File: src/rtl/encoder4to2_pending_pkg.sv
// rtl/encoder4to2_pending_pkg.sv - shared state encodings and defaults for the pending encoder
package encoder4to2_pending_pkg;

    typedef enum logic {
        ST_IDLE = 1'b0,
        ST_HOLD = 1'b1
    } state_t;

    localparam int DROP_W_DEF = 8;

endpackage

File: src/rtl/encoder4to2_pending_decoder2to4.sv
// rtl/encoder4to2_pending_decoder2to4.sv - 2-to-4 one-hot line decoder with enable
module decoder2to4 (
    input  logic [1:0] sel,
    input  logic       en,
    output logic [3:0] onehot
);

    always_comb begin
        onehot = 4'b0000;
        if (en) onehot[sel] = 1'b1;
    end

endmodule

File: src/rtl/encoder4to2_pending_pri_enc4.sv
// rtl/encoder4to2_pending_pri_enc4.sv - combinational 4-input priority encoder, selectable order
module pri_enc4 #(
    parameter bit HIGH_WINS = 1'b1
) (
    input  logic [3:0] in,
    output logic [1:0] out,
    output logic       any
);

    always_comb begin
        out = 2'd0;
        any = |in;
        if (HIGH_WINS) begin
            if (in[3])      out = 2'd3;
            else if (in[2]) out = 2'd2;
            else if (in[1]) out = 2'd1;
            else            out = 2'd0;
        end else begin
            if (in[0])      out = 2'd0;
            else if (in[1]) out = 2'd1;
            else if (in[2]) out = 2'd2;
            else if (in[3]) out = 2'd3;
            else            out = 2'd0;
        end
    end

endmodule

File: src/rtl/encoder4to2_pending.sv
// rtl/encoder4to2_pending.sv - sticky request capture, masked priority selection, valid/ready index output
module encoder4to2_pending
    import encoder4to2_pending_pkg::*;
#(
    parameter bit HIGH_WINS = 1'b1,
    parameter int DROP_W    = DROP_W_DEF
) (
    input  logic              clk,
    input  logic              rst,
    input  logic [3:0]        req,
    input  logic [3:0]        mask,
    input  logic              ready,
    output logic              valid,
    output logic [1:0]        code,
    output logic [3:0]        pending,
    output logic              drop,
    output logic [DROP_W-1:0] drop_cnt
);

    state_t      state_q, state_d;
    logic [1:0]  code_d;
    logic        fire;
    logic [3:0]  clr;
    logic [3:0]  pending_d;
    logic [3:0]  eligible;
    logic [1:0]  sel;
    logic        sel_any;
    logic        drop_evt;

    assign fire = valid & ready;

    decoder2to4 u_clr_dec (
        .sel    (code),
        .en     (fire),
        .onehot (clr)
    );

    // req is ORed in after the clear so a re-arriving event on the acknowledged bit survives
    assign pending_d = (pending & ~clr) | req;
    assign eligible  = pending_d & ~mask;
    assign drop_evt  = |(req & pending & ~clr);

    pri_enc4 #(.HIGH_WINS(HIGH_WINS)) u_sel (
        .in  (eligible),
        .out (sel),
        .any (sel_any)
    );

    always_comb begin
        state_d = state_q;
        code_d  = code;
        case (state_q)
            ST_IDLE: begin
                if (sel_any) begin
                    code_d  = sel;
                    state_d = ST_HOLD;
                end
            end
            ST_HOLD: begin
                // held code only moves on a handshake, never on new arrivals or mask edits
                if (fire) begin
                    if (sel_any) code_d = sel;
                    else         state_d = ST_IDLE;
                end
            end
            default: state_d = ST_IDLE;
        endcase
    end

    assign valid = (state_q == ST_HOLD);

    always_ff @(posedge clk) begin
        if (rst) begin
            state_q  <= ST_IDLE;
            code     <= 2'd0;
            pending  <= 4'b0000;
            drop     <= 1'b0;
            drop_cnt <= '0;
        end else begin
            state_q <= state_d;
            code    <= code_d;
            pending <= pending_d;
            drop    <= drop_evt;
            if (drop_evt && (drop_cnt != {DROP_W{1'b1}}))
                drop_cnt <= drop_cnt + 1'b1;
        end
    end

endmodule
File: config.mk
export PLATFORM = sky130hd
export DESIGN_NAME = encoder4to2_pending
export DESIGN_NICKNAME = d
export VERILOG_FILES = /design/src/rtl/encoder4to2_pending_pkg.sv /design/src/rtl/encoder4to2_pending_decoder2to4.sv /design/src/rtl/encoder4to2_pending_pri_enc4.sv /design/src/rtl/encoder4to2_pending.sv
export SDC_FILE = /design/constraint.sdc
export NUM_CORES = 1
export LEC_CHECK = 0
export ABC_AREA = 1
export BUFFER_PORTS_ARGS = -buffer_cell sky130_fd_sc_hd__buf_2
export CAP_MARGIN = 25
export CORE_MARGIN = 4
export CORE_UTILIZATION = 30
export CTS_CLUSTER_DIAMETER = 150
export DETAILED_ROUTE_END_ITERATION = 8
export HOLD_SLACK_MARGIN = 0.03
export PLACE_DENSITY_LB_ADDON = 0.3
export SLEW_MARGIN = 20
export SYNTH_ARGS = -nofsm -noshare
export SYNTH_HDL_FRONTEND = slang
export SYNTH_HIERARCHICAL = 1
export SYNTH_SLANG_ARGS = --single-unit
File: constraint.sdc
create_clock -name clk -period 1.5 [get_ports clk]
set_input_delay 0 -clock clk [delete_from_list [all_inputs] [get_ports clk]]
set_output_delay 0 -clock clk [all_outputs]
set_load 0.01 [all_outputs]
==> run_summary.xml <==
<?xml version="1.0" encoding="UTF-8"?>
<metrics>
  <group name="status">
    <metric name="run_status" unit="">completed</metric>
  </group>
  <group name="clock_network">
    <metric name="clock_root_cell" unit="">sky130_fd_sc_hd__clkbuf_4</metric>
    <metric name="clock_buffer_count_from_cts" unit="">3</metric>
    <metric name="cts.sink_count" unit="">16</metric>
    <metric name="clock_latency_at_the_later_pin_of_the_worst_skew_pair" unit="ns">0.30</metric>
    <metric name="cts.path.max_buffers" unit="">2</metric>
    <metric name="worst_setup_hold_path_clk_slew" unit="ns">0.11</metric>
    <metric name="cts-htree-levels" unit="">1</metric>
    <metric name="cts_tree" unit="">yes</metric>
  </group>
  <group name="yosys">
    <metric name="syn_nets" unit="">163</metric>
    <metric name="number_of_synthesized_register_bits" unit="">16</metric>
    <metric name="synth.cell_area" unit="um2">928</metric>
    <metric name="netlist_instances" unit="">151</metric>
    <metric name="synth_cell_type_count" unit="">19</metric>
    <metric name="mean_area_per_synthesized_cell" unit="um2">6.15</metric>
    <metric name="synthesis.yosys.warnings" unit="">6</metric>
    <metric name="yosysSeqAreaShare" unit="">0.345</metric>
  </group>
  <group name="power">
    <metric name="pwr_density_cell" unit="nW/um2">883</metric>
    <metric name="switching_part_of_the_total_power" unit="">0.340</metric>
    <metric name="netSwitchingPower" unit="mW">0.383</metric>
    <metric name="share_clk_of_total_power" unit="">0.268</metric>
    <metric name="p_leak" unit="nW">0.689</metric>
    <metric name="cellInternalPower" unit="mW">0.745</metric>
    <metric name="power.share.combinational" unit="">0.268</metric>
    <metric name="pwr-share-seq" unit="">0.464</metric>
    <metric name="irDropWorstVdd" unit="mV">0.308</metric>
  </group>
  <group name="routing">
    <metric name="ant_nets" unit="">0</metric>
    <metric name="drtPass1Iterations" unit="">4</metric>
    <metric name="iter_0_drt_violations" unit="">38</metric>
    <metric name="remaining_routing_drc_violations" unit="">0</metric>
    <metric name="routed-via-count" unit="">1003</metric>
    <metric name="viasPerCell" unit="">4.60</metric>
    <metric name="postRouteWirelength" unit="mm">2.29</metric>
    <metric name="wire_per_inst" unit="um">10.5</metric>
  </group>
  <group name="worst_setup_path">
    <metric name="cp-end-kind" unit="">flip-flop</metric>
    <metric name="rrSetupSlack" unit="ns">0.09</metric>
    <metric name="crit_arrival" unit="ns">1.61</metric>
    <metric name="crit_type" unit="">reg2reg</metric>
    <metric name="worstSetupStartpointType" unit="">flip-flop</metric>
    <metric name="worst-endpoint-required" unit="ns">1.69</metric>
    <metric name="crit_fanout" unit="">3</metric>
  </group>
  <group name="job">
    <metric name="maxCapViolCount" unit="">0</metric>
  </group>
  <group name="floorplanning">
    <metric name="fp.dieArea" unit="um2">4050</metric>
    <metric name="rows" unit="">19</metric>
    <metric name="chipHeight" unit="um">63.6</metric>
    <metric name="floorplan.initialDensity" unit="">0.325</metric>
    <metric name="die_w" unit="um">63.6</metric>
    <metric name="pin_count" unit="">27</metric>
    <metric name="core_area" unit="um2">2850</metric>
  </group>
  <group name="timing">
    <metric name="skew" unit="ns">0.00555</metric>
    <metric name="slew-limit-headroom" unit="">0.815</metric>
    <metric name="max_clock_freq" unit="MHz">709</metric>
    <metric name="fin_crit" unit="ns">1.41</metric>
    <metric name="final-max-slew-violation-count" unit="">0</metric>
    <metric name="hold_violations" unit="">0</metric>
    <metric name="sum_of_negative_setup_slack" unit="ns">0</metric>
    <metric name="timing.final.crit_share" unit="">0.941</metric>
    <metric name="fin_worst_hold_slack" unit="ns">0.144</metric>
    <metric name="finalSetupViolations" unit="">0</metric>
    <metric name="worstMarginPinSlew" unit="ns">0.278</metric>
  </group>
  <group name="min_path">
    <metric name="hp-class" unit="">in2reg</metric>
  </group>
  <group name="placement">
    <metric name="placed_area" unit="um2">1090</metric>
    <metric name="gpl.final_weighted_congestion" unit="">0.781</metric>
    <metric name="dpl.hpwl" unit="mm">1.63</metric>
    <metric name="numPortBuffers" unit="">26</metric>
  </group>
  <group name="final_layout">
    <metric name="insertedDiodeCount" unit="">0</metric>
    <metric name="layout-area-overhead-vs-synth" unit="%">37.6</metric>
    <metric name="final_layout_size_suffix_gt1_frac" unit="">0.326</metric>
    <metric name="nets" unit="">200</metric>
    <metric name="design_area" unit="um2">1280</metric>
  </group>
  <group name="grt">
    <metric name="grt.overflow.total" unit="">0</metric>
    <metric name="grt_pass1_vias" unit="">828</metric>
    <metric name="grt_pass1_wl" unit="mm">3.57</metric>
    <metric name="number_of_antenna_violations_at_the_first_check_in_global_routing" unit="">0</metric>
    <metric name="grt_start_max_net_pins" unit="">14</metric>
    <metric name="grt.total_usage" unit="">0.109</metric>
  </group>
</metrics>
-- cell families (layout without fill, tap and decap cells) --
kind of cell	after synthesis	count (layout)	share of synthesized area
AND/OR/NAND/NOR	82	82	0.389
buffers and inverters	30	66	0.131
AO/OA/AOI/OAI	22	22	0.121
flip-flops	16	16	0.345
adder cells (fa/ha/maj)	1	1	0.0135
-- synthesized netlist by cell type (all sizes together) --
cell type,number,share of area
nand2,38,0.17
nor2,29,0.13
inv,28,0.11
dfxtp,16,0.35
a21oi,14,0.075
nand3,12,0.075
o21ai,7,0.038
buf,2,0.018
nand4,2,0.013
ha,1,0.013
nor3,1,0.0054
o21bai,1,0.0081
-- power groups by stage --
stage | Combinational, mW | Sequential [mW] | Clock, mW
detailed placement | 0.254 | 0.526 | 0
global placement | 0.255 | 0.524 | 0
finish | 0.302 | 0.523 | 0.303
global route | 0.340 | 0.533 | 0.318
floorplan | 0.157 | 0.536 | 0
CTS | 0.267 | 0.516 | 0.306
-- cell type report --
type / instances / area, um2
Timing Repair Buffer: 34 / 208
Clock buffer: 4 / 36.3
Fill cell: 303 / 1580
Sequential cell: 16 / 327
Inverter: 28 / 108
Tap cell: 31 / 38.8
Multi-Input combinational cell: 105 / 561
-- flip-flops by register name (all words and copies together) (netlist names) --
signal / cells
pending: 4
drop_cnt: 8
code: 2
valid: 1
drop: 1
-- metrics by stage --
stage | cells | utilization | worst slack (ns) | power (mW)
floorplan | 151 | - | 0.0920 | 0.693
global placement | 207 | 0.382 | 0.0278 | 0.780
detailed placement | 207 | 0.382 | 0.0226 | 0.780
CTS | 217 | 0.415 | 0.00519 | 1.09
global route | 218 | 0.448 | -0.0195 | 1.19
finish | 218 | 0.448 | 0.0888 | 1.13
-- critical path, stage by stage (launching register included) --
cell	delay (ns)
sky130_fd_sc_hd__dfxtp_2	0.34
sky130_fd_sc_hd__nand2_2	0.06
sky130_fd_sc_hd__inv_4	0.07
sky130_fd_sc_hd__nand2_4	0.07
sky130_fd_sc_hd__nor2_4	0.12
sky130_fd_sc_hd__inv_1	0.05
sky130_fd_sc_hd__nand2_2	0.06
sky130_fd_sc_hd__a21oi_2	0.06
sky130_fd_sc_hd__nor2_2	0.14
sky130_fd_sc_hd__nand2_2	0.08
sky130_fd_sc_hd__nand2_2	0.08
sky130_fd_sc_hd__inv_2	0.04
sky130_fd_sc_hd__nor2_2	0.09
sky130_fd_sc_hd__nor2_1	0.04
-- final timing paths --
kind              start    endpoint  cells after the start
min reg2reg  pending[0]  pending[0]                      2
max               valid     code[1]                     13
max reg2reg       valid     code[1]                     13
min             mask[1]     code[0]                      6
-- cell usage in the layout, fill, tap and decap left out, drive strengths merged --
cell,count
nor2,29
ha,1
o21bai,1
nor3,1
dfxtp,16
inv,28
dlygate4sd3,6
clkbuf,4
nand2,38
o21ai,7
nand3,12
nand4,2
buf,28
a21oi,14
-- routing by layer --
metal | part of all wire | vias up | track usage
met5 | 0 | - | 0
met4 | 0.016 | 0 | 0.0566
met3 | 0.021 | 4 | 0.0124
met2 | 0.47 | 12 | 0.176
met1 | 0.49 | 448 | 0.142
li1 | - | 539 | -
-- timing repair --
action                                  CTS  global route
endpoints found under the setup margin    0            11
gates resized for setup                   0            31
hold buffers                              6             0
buffers inserted                          0             2
hold endpoints to repair                  7             0
Note: power is estimated with default switching activity, not from simulation.
